[config.mk]
export PLATFORM = sky130hd
export DESIGN_NAME = bp_be_scoreboard_port_sched_flat
export DESIGN_NICKNAME = d
export VERILOG_FILES = /design/src/rtl/bp_be_scoreboard_port_sched_if.sv /design/src/rtl/bp_be_scoreboard_port_sched.sv /design/src/flat_wrapper.sv
export SDC_FILE = /design/constraint.sdc
export NUM_CORES = 1
export LEC_CHECK = 0
export BUFFER_PORTS_ARGS = -buffer_cell sky130_fd_sc_hd__buf_2
export CAP_MARGIN = 0
export CORE_AREA = 2 2 72 74
export CTS_BUF_LIST = sky130_fd_sc_hd__clkbuf_2 sky130_fd_sc_hd__clkbuf_4 sky130_fd_sc_hd__clkbuf_8
export DETAILED_ROUTE_END_ITERATION = 8
export DIE_AREA = 0 0 74 76
export GPL_ROUTABILITY_DRIVEN = 0
export PLACE_DENSITY = 0.68
export RECOVER_POWER = 25
export SLEW_MARGIN = 30
export SYNTH_ARGS = -nofsm -noshare
export SYNTH_HDL_FRONTEND = slang
export SYNTH_SLANG_ARGS = --single-unit
[constraint.sdc]
create_clock -name clk_i -period 5 [get_ports clk_i]
set_clock_uncertainty 0.15 [all_clocks]
set_input_delay 1 -clock clk_i [delete_from_list [all_inputs] [get_ports clk_i]]
set_output_delay 1 -clock clk_i [all_outputs]
set_load 0.01 [all_outputs]
[src/rtl/bp_be_scoreboard_port_sched_if.sv]
// Bundle of the scoreboard update traffic around bp_be_scoreboard_port_sched.
// The master side is the dispatch lanes, the clear sources and the scoreboard together.
// The slave side is the scheduler.
interface bp_be_scoreboard_port_sched_if
    #(parameter int num_clr_p         = 3
    , parameter int reg_addr_width_gp = 5
    , parameter int clr_fifo_els_p    = 4
    );

    localparam int pending_width_lp = $clog2(clr_fifo_els_p + 1);

    logic [1:0]                                  score_v_i;
    logic [1:0][reg_addr_width_gp-1:0]           score_rd_i;
    logic [1:0]                                  score_ready_o;
    logic [num_clr_p-1:0]                        clr_v_i;
    logic [num_clr_p-1:0][reg_addr_width_gp-1:0] clr_rd_i;
    logic [num_clr_p-1:0]                        clr_ready_o;
    logic                                        score_v_o;
    logic [reg_addr_width_gp-1:0]                score_rd_o;
    logic                                        clear_v_o;
    logic [reg_addr_width_gp-1:0]                clear_rd_o;
    logic [pending_width_lp-1:0]                 clr_pending_o;
    logic                                        busy_o;

    modport master (
        output score_v_i, score_rd_i, clr_v_i, clr_rd_i,
        input  score_ready_o, clr_ready_o, score_v_o, score_rd_o,
               clear_v_o, clear_rd_o, clr_pending_o, busy_o
    );

    modport slave (
        input  score_v_i, score_rd_i, clr_v_i, clr_rd_i,
        output score_ready_o, clr_ready_o, score_v_o, score_rd_o,
               clear_v_o, clear_rd_o, clr_pending_o, busy_o
    );

endinterface

[src/rtl/bp_be_scoreboard_port_sched.sv]
// bp_be_scoreboard_port_sched: funnels two dispatch score lanes and num_clr_p
// completion sources onto the scoreboard's single score port and single clear port.
// A paired score is split over two cycles.
// Clears are round-robin arbitrated into a small FIFO that drains one entry per cycle.
// reg_addr_width_gp stands in for the register address width of the processor config.
// Optional feature macro: BP_BE_SCORE_SCHED_CLR_BYPASS_EN.
// When it is defined, a clear that arrives while the FIFO is empty skips the FIFO
// and is presented in the same cycle.
module bp_be_scoreboard_port_sched
    #(parameter int num_clr_p         = 3
    , parameter int reg_addr_width_gp = 5
    , parameter int clr_fifo_els_p    = 4
    )
    (input  logic clk_i
    , input logic reset_i
    , bp_be_scoreboard_port_sched_if.slave bus
    );

    localparam int rr_width_lp      = (num_clr_p > 1) ? $clog2(num_clr_p) : 1;
    localparam int ptr_width_lp     = $clog2(clr_fifo_els_p);
    localparam int pending_width_lp = $clog2(clr_fifo_els_p + 1);

    typedef enum logic {e_idle, e_second} state_e;

    state_e                       state_r;
    logic [reg_addr_width_gp-1:0] held_rd_r;

    logic [1:0]                   score_ready;
    logic [1:0]                   score_fire;
    logic                         score_v;
    logic [reg_addr_width_gp-1:0] score_rd;

    logic [rr_width_lp-1:0]       rr_r;
    logic [rr_width_lp-1:0]       rr_next;
    logic                         grant_found;
    logic [rr_width_lp-1:0]       grant_idx;
    logic [reg_addr_width_gp-1:0] grant_rd;
    logic [num_clr_p-1:0]         clr_ready;
    logic                         clr_fire;
    logic                         bypass;
    logic                         enq;
    logic                         deq;

    logic [clr_fifo_els_p-1:0][reg_addr_width_gp-1:0] mem_r;
    logic [ptr_width_lp-1:0]      wr_ptr_r;
    logic [ptr_width_lp-1:0]      rd_ptr_r;
    logic [pending_width_lp-1:0]  count_r;
    logic                         empty;
    logic                         full;

    assign empty = (count_r == '0);
    assign full  = (count_r == pending_width_lp'(clr_fifo_els_p));

    // Score port: pass a single lane or lane 0 straight through, replay the held lane 1 in SECOND.
    always_comb begin
        score_ready = 2'b00;
        score_v     = 1'b0;
        score_rd    = '0;
        if (!reset_i && state_r == e_idle)
            score_ready = 2'b11;
        score_fire = bus.score_v_i & score_ready;
        if (!reset_i) begin
            if (state_r == e_second) begin
                score_v  = 1'b1;
                score_rd = held_rd_r;
            end else if (score_fire[0]) begin
                score_v  = 1'b1;
                score_rd = bus.score_rd_i[0];
            end else if (score_fire[1]) begin
                score_v  = 1'b1;
                score_rd = bus.score_rd_i[1];
            end
        end
    end

    // Score FSM: a pair parks lane 1 for one cycle, and SECOND always returns to IDLE.
    always_ff @(posedge clk_i) begin
        if (reset_i) begin
            state_r   <= e_idle;
            held_rd_r <= '0;
        end else begin
            case (state_r)
                e_idle: begin
                    if (&score_fire) begin
                        state_r   <= e_second;
                        held_rd_r <= bus.score_rd_i[1];
                    end
                end
                default: state_r <= e_idle;
            endcase
        end
    end

    // Round-robin search: first valid source at or after rr_r, wrapping around.
    always_comb begin
        int idx;
        grant_found = 1'b0;
        grant_idx   = '0;
        idx         = 0;
        for (int i = 0; i < num_clr_p; i++) begin
            idx = (int'(rr_r) + i) % num_clr_p;
            if (!grant_found && bus.clr_v_i[idx]) begin
                grant_found = 1'b1;
                grant_idx   = rr_width_lp'(idx);
            end
        end
    end

    assign grant_rd = bus.clr_rd_i[grant_idx];
    assign clr_fire = grant_found & ~full & ~reset_i;
    assign rr_next  = (grant_idx == rr_width_lp'(num_clr_p - 1)) ? '0
                                                                 : grant_idx + rr_width_lp'(1);

`ifdef BP_BE_SCORE_SCHED_CLR_BYPASS_EN
    assign bypass = clr_fire & empty;
`else
    assign bypass = 1'b0;
`endif

    assign enq = clr_fire & ~bypass;
    assign deq = ~empty & ~reset_i;

    // One-hot grant to the winning source, suppressed when the FIFO cannot take it.
    always_comb begin
        clr_ready = '0;
        if (clr_fire)
            clr_ready[grant_idx] = 1'b1;
    end

    // FIFO storage: entries need no reset because the occupancy count marks them stale.
    always_ff @(posedge clk_i) begin
        if (enq)
            mem_r[wr_ptr_r] <= grant_rd;
    end

    // FIFO pointers, occupancy and arbiter pointer; reset discards every queued clear.
    always_ff @(posedge clk_i) begin
        if (reset_i) begin
            wr_ptr_r <= '0;
            rd_ptr_r <= '0;
            count_r  <= '0;
            rr_r     <= '0;
        end else begin
            if (enq)
                wr_ptr_r <= wr_ptr_r + ptr_width_lp'(1);
            if (deq)
                rd_ptr_r <= rd_ptr_r + ptr_width_lp'(1);
            case ({enq, deq})
                2'b10:   count_r <= count_r + pending_width_lp'(1);
                2'b01:   count_r <= count_r - pending_width_lp'(1);
                default: count_r <= count_r;
            endcase
            if (clr_fire)
                rr_r <= rr_next;
        end
    end

    assign bus.score_ready_o = score_ready;
    assign bus.score_v_o     = score_v;
    assign bus.score_rd_o    = score_rd;
    assign bus.clr_ready_o   = clr_ready;
    assign bus.clear_v_o     = ~reset_i & (~empty | bypass);
    assign bus.clear_rd_o    = empty ? grant_rd : mem_r[rd_ptr_r];
    assign bus.clr_pending_o = count_r;
    assign bus.busy_o        = ~reset_i & ((state_r != e_idle) | ~empty);

endmodule
[src/flat_wrapper.sv]
// flat-port wrapper written by rule: the top's interface ports become plain ports
module bp_be_scoreboard_port_sched_flat 
#(parameter int num_clr_p         = 3
    , parameter int reg_addr_width_gp = 5
    , parameter int clr_fifo_els_p    = 4
    )
  (clk_i, reset_i, bus_score_v_i, bus_score_rd_i, bus_clr_v_i, bus_clr_rd_i, bus_score_ready_o, bus_clr_ready_o, bus_score_v_o, bus_score_rd_o, bus_clear_v_o, bus_clear_rd_o, bus_clr_pending_o, bus_busy_o);
  bp_be_scoreboard_port_sched_if #(.num_clr_p(num_clr_p), .reg_addr_width_gp(reg_addr_width_gp), .clr_fifo_els_p(clr_fifo_els_p)) bus_i ();
  input  logic clk_i;
  input logic reset_i;
  input wire logic [$bits(bus_i.score_v_i)-1:0] bus_score_v_i;
  input wire logic [$bits(bus_i.score_rd_i)-1:0] bus_score_rd_i;
  input wire logic [$bits(bus_i.clr_v_i)-1:0] bus_clr_v_i;
  input wire logic [$bits(bus_i.clr_rd_i)-1:0] bus_clr_rd_i;
  output wire logic [$bits(bus_i.score_ready_o)-1:0] bus_score_ready_o;
  output wire logic [$bits(bus_i.clr_ready_o)-1:0] bus_clr_ready_o;
  output wire logic [$bits(bus_i.score_v_o)-1:0] bus_score_v_o;
  output wire logic [$bits(bus_i.score_rd_o)-1:0] bus_score_rd_o;
  output wire logic [$bits(bus_i.clear_v_o)-1:0] bus_clear_v_o;
  output wire logic [$bits(bus_i.clear_rd_o)-1:0] bus_clear_rd_o;
  output wire logic [$bits(bus_i.clr_pending_o)-1:0] bus_clr_pending_o;
  output wire logic [$bits(bus_i.busy_o)-1:0] bus_busy_o;
  assign bus_i.score_v_i = bus_score_v_i;
  assign bus_i.score_rd_i = bus_score_rd_i;
  assign bus_i.clr_v_i = bus_clr_v_i;
  assign bus_i.clr_rd_i = bus_clr_rd_i;
  assign bus_score_ready_o = bus_i.score_ready_o;
  assign bus_clr_ready_o = bus_i.clr_ready_o;
  assign bus_score_v_o = bus_i.score_v_o;
  assign bus_score_rd_o = bus_i.score_rd_o;
  assign bus_clear_v_o = bus_i.clear_v_o;
  assign bus_clear_rd_o = bus_i.clear_rd_o;
  assign bus_clr_pending_o = bus_i.clr_pending_o;
  assign bus_busy_o = bus_i.busy_o;
  bp_be_scoreboard_port_sched #(.num_clr_p(num_clr_p), .reg_addr_width_gp(reg_addr_width_gp), .clr_fifo_els_p(clr_fifo_els_p)) u_core (.clk_i(clk_i), .reset_i(reset_i), .bus(bus_i));
endmodule
# Word-level counts from Yosys, hierarchy flattened
# Index checks and enable logic that the tools add are counted.
dict set report classes {
  n_div 3
  n_lt_le_gt_ge 8
  n_addsub 7
  n_eq_ne 4
  n_mux 38
  bitwise_logic 10
  n_reduce_logical 13
}
# cell count
set op_table {}
lappend op_table {{less-than comparator 32 x 4 -> 1 bit, second input constant} 3}
lappend op_table {{modulo 32 x 3 -> 32 bit, second input constant} 2}
lappend op_table {{2-to-1 mux 5 bit} 8}
lappend op_table {{modulo 3 x 3 -> 32 bit, second input constant} 1}
lappend op_table {{binary-select mux 5 bit (select 2 bit)} 2}
lappend op_table {{bitwise mux 20 bit} 1}
lappend op_table {{2-to-1 mux 1 bit} 15}
lappend op_table {{demux 5 bit (select 2 bit)} 1}
lappend op_table {{2-to-1 mux 2 bit} 5}
lappend op_table {{less-than comparator 2 x 3 -> 1 bit, second input constant} 3}
lappend op_table {{adder 2 x 1 -> 2 bit, second input constant} 3}
lappend op_table {{binary-select mux 1 bit (select 2 bit)} 3}
lappend op_table {{one-hot mux 3 bit (2 select lines)} 1}
lappend op_table {{logical AND 1 bit} 5}
lappend op_table {{AND 1 bit} 4}
lappend op_table {{equality test 2 bit, second input constant} 2}
lappend op_table {{>= comparator 2 x 1 -> 1 bit, second input constant} 2}
lappend op_table {{inverter 1 bit} 4}
lappend op_table {{adder 2 x 1 -> 3 bit, second input constant} 1}
lappend op_table {{adder 2 x 2 -> 3 bit, second input constant} 1}
lappend op_table {{adder 3 x 1 -> 3 bit, second input constant} 1}
lappend op_table {{equality test 3 bit, second input constant} 1}
lappend op_table {{logical NOT 1 bit} 3}
lappend op_table {{logical NOT 3 bit} 1}
lappend op_table {{other kinds (10)} 10}
dict set report word_totals {
  out_inout_bits 21
  wordCells 93
  ff_bits 35
  input_bits 32
}

# Depth between registers and ports, before layout
# Gate-level depths: netlist of the first run.
dict set report logic_depth {
  ltp_word 16
  ltp_mapped 14
  ltp_nobuf 12
}

# Worst setup path before layout of the first run
# OpenSTA, ideal clock, no wires.
dict set report synth_timing {
  kind {input -> output}
  start {input port bus_clr_v_i[2]}
  end {output port bus_clear_rd_o[0]}
  path_slack_ps 1548
  cell_stages 5
  t_arrival_ps 2302
  cell_sequence {mux2i_2 -> o22ai_1 -> or4_4 -> a32oi_1 -> o221ai_1}
}
dict set report synth_between {
  elab_chain_len 13
  word_cells_on_any_way 21
  cone_classes {mux: 17; reduce/logical: 4}
}
# item line
set synth_lines {}
lappend synth_lines {{start: declaration} flat_wrapper.sv:13} ;# input wire logic [$bits(bus_i.clr_v_i)-1:0] bus_clr_v_i;
lappend synth_lines {{binary-select mux 1 bit (select 2 bit)} bp_be_scoreboard_port_sched.sv:102} ;# if (!grant_found && bus.clr_v_i[idx]) begin
lappend synth_lines {{2-to-1 mux 1 bit (not written as such) (2 in series)} bp_be_scoreboard_port_sched.sv:102}
lappend synth_lines {{2-to-1 mux 1 bit} bp_be_scoreboard_port_sched.sv:102}
lappend synth_lines {{logical NOT 1 bit} bp_be_scoreboard_port_sched.sv:102}
lappend synth_lines {{logical AND 1 bit} bp_be_scoreboard_port_sched.sv:102}
lappend synth_lines {{2-to-1 mux 1 bit} bp_be_scoreboard_port_sched.sv:102}
lappend synth_lines {{logical NOT 1 bit} bp_be_scoreboard_port_sched.sv:102}
lappend synth_lines {{logical AND 1 bit} bp_be_scoreboard_port_sched.sv:102}
lappend synth_lines {{2-to-1 mux 2 bit (*)} bp_be_scoreboard_port_sched.sv:102}
lappend synth_lines {{binary-select mux 5 bit (select 2 bit) (*)} bp_be_scoreboard_port_sched.sv:109} ;# assign grant_rd = bus.clr_rd_i[grant_idx];
lappend synth_lines {{2-to-1 mux 5 bit (not written as such) (*)} bp_be_scoreboard_port_sched.sv:109}
lappend synth_lines {{2-to-1 mux 5 bit (*)} bp_be_scoreboard_port_sched.sv:163} ;# assign bus.clear_rd_o = empty ? grant_rd : mem_r[rd_ptr_r];
lappend synth_lines {{end: declaration} flat_wrapper.sv:20} ;# output wire logic [$bits(bus_i.clear_rd_o)-1:0] bus_clear_rd_o;
# Mark *: on every way between the ends. The rest lies on a longest branch, timed or not. The select of a mux whose other input is x is not followed.

# Final worst setup path of the first run
dict set report layout_timing {
  start {input port bus_clr_v_i[0]}
  end {output port bus_clear_rd_o[4]}
}
# The elaborated chain is that of the path after synthesis.

==> metrics.txt, run 1 <==
fin nets=295; Ant. Diodes=0; Die Wd=approximately 74 um; final worst slack=1030 ps; Clk Latency, worst-skew pair=280 ps; post-route ant nets=0; Critical Path Source Type=input pin; Pwr Total=around 1.5 mW; io pins=53; Slew HR=between 30% and 40%; # hold bufs at CTS=0; first-pass GRT wire length=6960 um; Worst Path Arrival=roughly 2800 ps; fraction of registers with async set/reset=0%; most common cell after layout, fill and taps aside=buf_2; DRC Markers=0; Cell Area, Placed=around 2400 um2; fin area=~2500 um2; Synth Area in Simple Gates=roughly 18%; outcome=finished clean; H-tree lvl count=2; Area Growth Syn to Fin=16.8%; Leak=approximately 1 nW; Die Area=5620 um2; Core Rows=26; largest net degree at the start of global routing=23; CP Class=in -> out; CP max FO=11; Req. time, crit path=3850 ps; Iter 0 DRT Violations=95; starting density of the core=roughly 43%; fin. max-slew vios=0; top cell type's share of synthesized area=28.5%; compound-gate portion of the synthesized area=16.1%; global route overflow=0; Worst-path clk slew=around 70 ps; FMAX=~0.25 GHz; syn nets=251; clock sinks=35; post-synth top area cell=edfxtp_1; Mapped Area=between 2000 and 2500 um2; Hold Slack=about 350 ps; post-synthesis average cell area=~10 um2; Detail Placement HPWL=about 3300 um; adder-cell share of the synthesized area=about 6.3%; Root Buffer=clkbuf_8; CTS buffer count=5; most frequent cells in the layout=buf_2 (48), nor2_1 (23), edfxtp_1 (20); multi-input logic area=1090 um2; Final Cycle Share=79.5%; Max Root-Sink Buffers=2; register bit count reported by yosys=35; crit end category=primary output; post-synthesis mux area share=10.3%; post-synthesis sequential area ratio=between 40% and 50%; EDFF count, synth=20; Worst-Margin Slew=roughly 900 ps; post-synthesis xor/xnor area fraction=under 10%; hold crit path type=reg -> reg; initial antenna violation count=0; vias in the first global route=between 1500 and 2000; post-cts resize count=0; fraction of layout cells with a size suffix above 1=around 28%; die height=about 76 um; Post-Place Worst Slack=1030 ps; Hold Violations, Final=0; Avg Vias per Cell=5.16; minimum clock period=3970 ps; CTS tree=yes; Core Box Area=between 4000 and 5000 um2; worst vdd ir=just over 300 uV; Primary FF master, synth=edfxtp_1; GRT Total Usage=15.5%; Max-Cap Viols=0; Synth area leaders=edfxtp_1 (29%), dfxtp_1 (14%), ha_1 (5.4%); setup tns final=0 ps; RSZ-0062 raised after global routing=false; Synth Instances=209; Ys Warns=0; main combinational cell family by area after synthesis=simple AND/OR/NAND/NOR gates; Register Area=901 um2; count of cell types in the netlist=44; Post-CTS Setup Repair Bufs=0; vias=1671; final wirelength=roughly 4300 um; reg2reg setup slack=1710 ps; Cell Pwr Density=about 600 nW/um2; final setup vio count=0; DRT Pass-1 Iters=4; drt wl/cell=around 13 um; I/O Buffers=52; Fillers=around 470
==> cells in the mapped netlist, drive strengths merged (6+ instances only) <==
master   n
a21oi   13
buf      7
clkbuf   9
dfxtp   15
edfxtp  20
ha       9
inv      8
mux2i    9
nand2   19
nand3    6
nand3b   7
nor2    23
o21ai    8
o221ai   7
==> path summary, 6_finish.rpt <==
check / start / endpoint / cells after the start
max reg2reg: u_core.rr_r[0]$_SDFFE_PP0P_ / u_core.bus.clr_pending_o[2]$_SDFFE_PP0P_ / 11
min reg2reg: u_core.held_rd_r[0]$_SDFFE_PP0P_ / u_core.held_rd_r[0]$_SDFFE_PP0P_ / 2
min: u_core.held_rd_r[0]$_SDFFE_PP0P_ / u_core.held_rd_r[0]$_SDFFE_PP0P_ / 2
max: bus_clr_v_i[0] / bus_clear_rd_o[4] / 7
==> where the power goes <==
group / total, mW / switching, mW / internal (mW)
registers: 0.482 / 0.0501 / 0.432
logic: 0.836 / 0.492 / 0.345
clock network: 0.199 / 0.102 / 0.0968
total: 1.52 / 0.644 / 0.873
==> worst max-delay path, stage by stage <==
cell and delay [ps]:
buf_2 120, mux2i_1 110, or3b_1 480, and3_4 230
nor3_2 510, o221ai_1 190, buf_2 180
==> cells by family (layout without fill, tap and decap cells) <==
family | count (synthesis) | count (layout)
buf+inv | 24 | 69
compound gates | 49 | 49
simple gates | 72 | 72
mux | 15 | 15
xor+xnor | 4 | 4
fa+ha+maj | 10 | 10
flops | 35 | 35
==> per-layer routing <==
metal  global-route usage, %  up-vias  routed length (um)
li1                        -      857                   -
met1                    23.0      750                2160
met2                    23.7       61                1840
met3                    3.57        3                 244
met4                    2.18        0                  24
met5                       0        -                   0
==> per-stage QoR <==
step	cells	utilization (%)
3_5_place_dp	316	48.5
6_report	324	50.1
5_1_grt	324	50.1
3_3_place_gp	316	48.5
4_1_cts	324	50.3
2_1_floorplan	209	-
==> layout make-up <==
type	count	share of cell area, %
tap	70	3.56
clock inverter	3	0.814
multi-input combinational	150	44.3
timing repair buffer	53	10.7
sequential	35	36.6
inverter	8	1.22
clock buffer	5	2.80
==> registers in the layout (all words and copies together), names as in the netlist <==
name / count
u_core.mem_r: 20
u_core.held_rd_r: 5
u_core.bus.clr_pending_o: 3
u_core.rd_ptr_r: 2
u_core.rr_r: 2
u_core.wr_ptr_r: 2
u_core.state_r: 1
Power figures use the tool's default switching activity.
==> run 2, diff against run 1 <==
- PLACE_DENSITY: 0.68 -> 0.7
- clock period: 5 -> 3.5 ns (I/O delays scaled with it)
==> metrics.txt, run 2 (synthesized netlist as in run 1, its figures left out) <==
Core Rows=26 (unchanged); Crit-path slowest cell=or4_4; hold crit path type=reg -> reg; Req. time, crit path=2650 ps (-1200 ps); die height=76 um (unchanged); final cell count without fillers=327 (+0.93%); Worst path top cell family by delay=simple AND/OR/NAND/NOR gates; # hold bufs at CTS=0 (unchanged); DRC Markers=0 (unchanged); Max Root-Sink Buffers=2 (unchanged); RSZ-0062 raised after global routing=false; io pins=53 (unchanged); post-route ant nets=0 (unchanged); GRT Total Usage=16.0% (+0.46 points); fin nets=298 (+1.0%); H-tree lvl count=2 (unchanged); Max-Cap Viols=0 (unchanged); Hold Violations, Final=0 (unchanged); CP Class=reg -> out; fin. max-slew vios=0 (unchanged); starting density of the core=42.8% (unchanged); clock sinks=35 (unchanged); CTS buffer count=5 (unchanged); Cell Area, Placed=2400 um2 (+0.95%); hold depth=2 (unchanged); Root Buffer=clkbuf_8; worst vdd ir=474 uV (+52%); reg2reg setup slack=470 ps (-1240 ps); CTS tree=yes; minimum clock period=roughly 3400 ps; Critical Path Source Type=flop; grt met3 use=3.31% (-0.26 points); Final Cycle Share=just under 100%; reg2reg path depth=12 (+1); Worst-Margin Slew=867 ps (-34.4 ps); largest net degree at the start of global routing=22 (-4.3%); most frequent cells in the layout=buf_2 (42), nor2_1 (23), edfxtp_1 (20); I/O Buffers=52 (unchanged); Worst Path Arrival=2510 ps (-310 ps); M2 GR Usage=23.2% (-0.45 points); RR Endpoint=u_core.bus.clr_pending_o[2]$_SDFFE_PP0P_; Worst path max stage delay=580 ps (+70 ps); first-pass GRT wire length=6960 um (unchanged); fraction of layout cells with a size suffix above 1=30.4% (+2.0 points); CP max FO=5 (-6); DRT Pass-1 Iters=4 (unchanged); drt wl/cell=13.4 um (+1.8%); Avg Vias per Cell=5.18 (+0.45%); setup tns final=0 ps (unchanged); Clk Latency, worst-skew pair=290 ps (about the same); max FFs per register=20 (unchanged); Core Box Area=4910 um2 (unchanged); Worst-path clk slew=70 ps (about the same); Ant. Diodes=0 (unchanged); Util after Layout=52.4% (+2.4 points); reg2reg start=u_core.rr_r[1]$_SDFFE_PP0P_; Hold Path End=u_core.held_rd_r[3]$_SDFFE_PP0P_; Post-CTS Setup Repair Bufs=0 (unchanged); Die Wd=74 um (unchanged); crit-path cells=inv_1, ha_1, nand3b_1, o21a_2, or4_4, a32oi_2, o221ai_1, buf_2; crit end category=primary output; layer with the highest usage=met1; Die Area=5620 um2 (unchanged); vias in the first global route=1487 (-3.4%); Detail Placement HPWL=3360 um (+2.8%); most common cell after layout, fill and taps aside=buf_2; final wirelength=4380 um (+2.8%); hold path startpoint=u_core.held_rd_r[3]$_SDFFE_PP0P_; Cell Pwr Density=915 nW/um2 (+48%); Leak=0.993 nW (+1.9%); Slew HR=41.8% (+1.8 points); dpl cells=319 (+0.95%); vias=1694 (+1.4%); Largest Register=u_core.mem_r; initial antenna violation count=0 (unchanged); CP Buf/Inv Count=2 (unchanged); global route overflow=0 (unchanged); outcome=finished clean; Area Growth Syn to Fin=22.4%; FMAX=roughly 0.30 GHz; global-route met1 utilization=23.5% (+0.48 points); fin area=2570 um2 (+4.7%); final setup vio count=0 (unchanged); Iter 0 DRT Violations=165 (+74%)
[run 2: cell types whose count changed in the layout (fill, tap and decap cells not counted), sizes merged]
cell      before  now
clkbuf         9   17
buf           49   44
clkinv         1    2
clkinvlp       2    0
bufinv         0    1
[run 2: cell type report]
class | instances | area [um2]
clock buffers | 5 | 68.8
clock inverters | 3 | 43.8
fillers | 439 | 2340
inverters | 8 | 30.0
multi-input cells | 150 | 1170
flip-flops and latches | 35 | 902
well taps | 70 | 87.6
repair buffers | 56 | 270
[run 2: routing by layer]
layer	up-vias	part of all wire, %
met4	0	1.4
met3	5	5.5
met2	65	45
li1	863	-
met1	761	48
met5	-	0
[run 2: worst reg2reg max path, cell delays in order (launching register included)]
cell and delay [ps]:
dfxtp_1 360, inv_1 120, ha_4 200, mux2i_4 280
o22ai_1 150, o31a_1 350, inv_2 120, ha_1 200
inv_1 60, fa_1 370, xor2_1 160, or3_1 300
a21oi_1 130
[run 2: metrics by stage]
| step | power [mW] | worst slack (ps) | hold slack [ps] |
|---|---|---|---|
| detailed placement | 1.93 | 289 | 339 |
| global route | 2.54 | 28.2 | 384 |
| finish | 2.36 | 138 | 349 |
| floorplan | 1.60 | 529 | 311 |
| CTS | 2.30 | 4.55 | 356 |
| global placement | 1.91 | 310 | 328 |
[run 2: worst max-delay path by stage]
stage	end	slack, ps	depth (start not counted)	start
3_3_place_gp	bus_clear_rd_o[1]	310	7	bus_clr_v_i[2]
4_1_cts	bus_clear_rd_o[4]	5	8	u_core.rr_r[0]$_SDFFE_PP0P_
2_1_floorplan	u_core.bus.clr_pending_o[2]$_SDFFE_PP0P_	530	14	u_core.rr_r[1]$_SDFFE_PP0P_
3_5_place_dp	bus_clear_rd_o[3]	290	7	bus_clr_v_i[2]
6_report	bus_clear_rd_o[0]	140	8	u_core.rr_r[0]$_SDFFE_PP0P_
5_1_grt	bus_clear_rd_o[0]	30	8	u_core.rr_r[1]$_SDFFE_PP0P_
[run 2: timing repair]
item | in CTS | in global routing
gates resized for setup | 1 | 13
setup endpoints to repair | 4 | 6
pin swaps | 0 | 1
[run 2: where the power goes]
part	leakage (nW)	switching, mW	internal [mW]
Combinational	0.628	0.743	0.558
Clock	0.0581	0.149	0.212
Sequential	0.307	0.0755	0.617
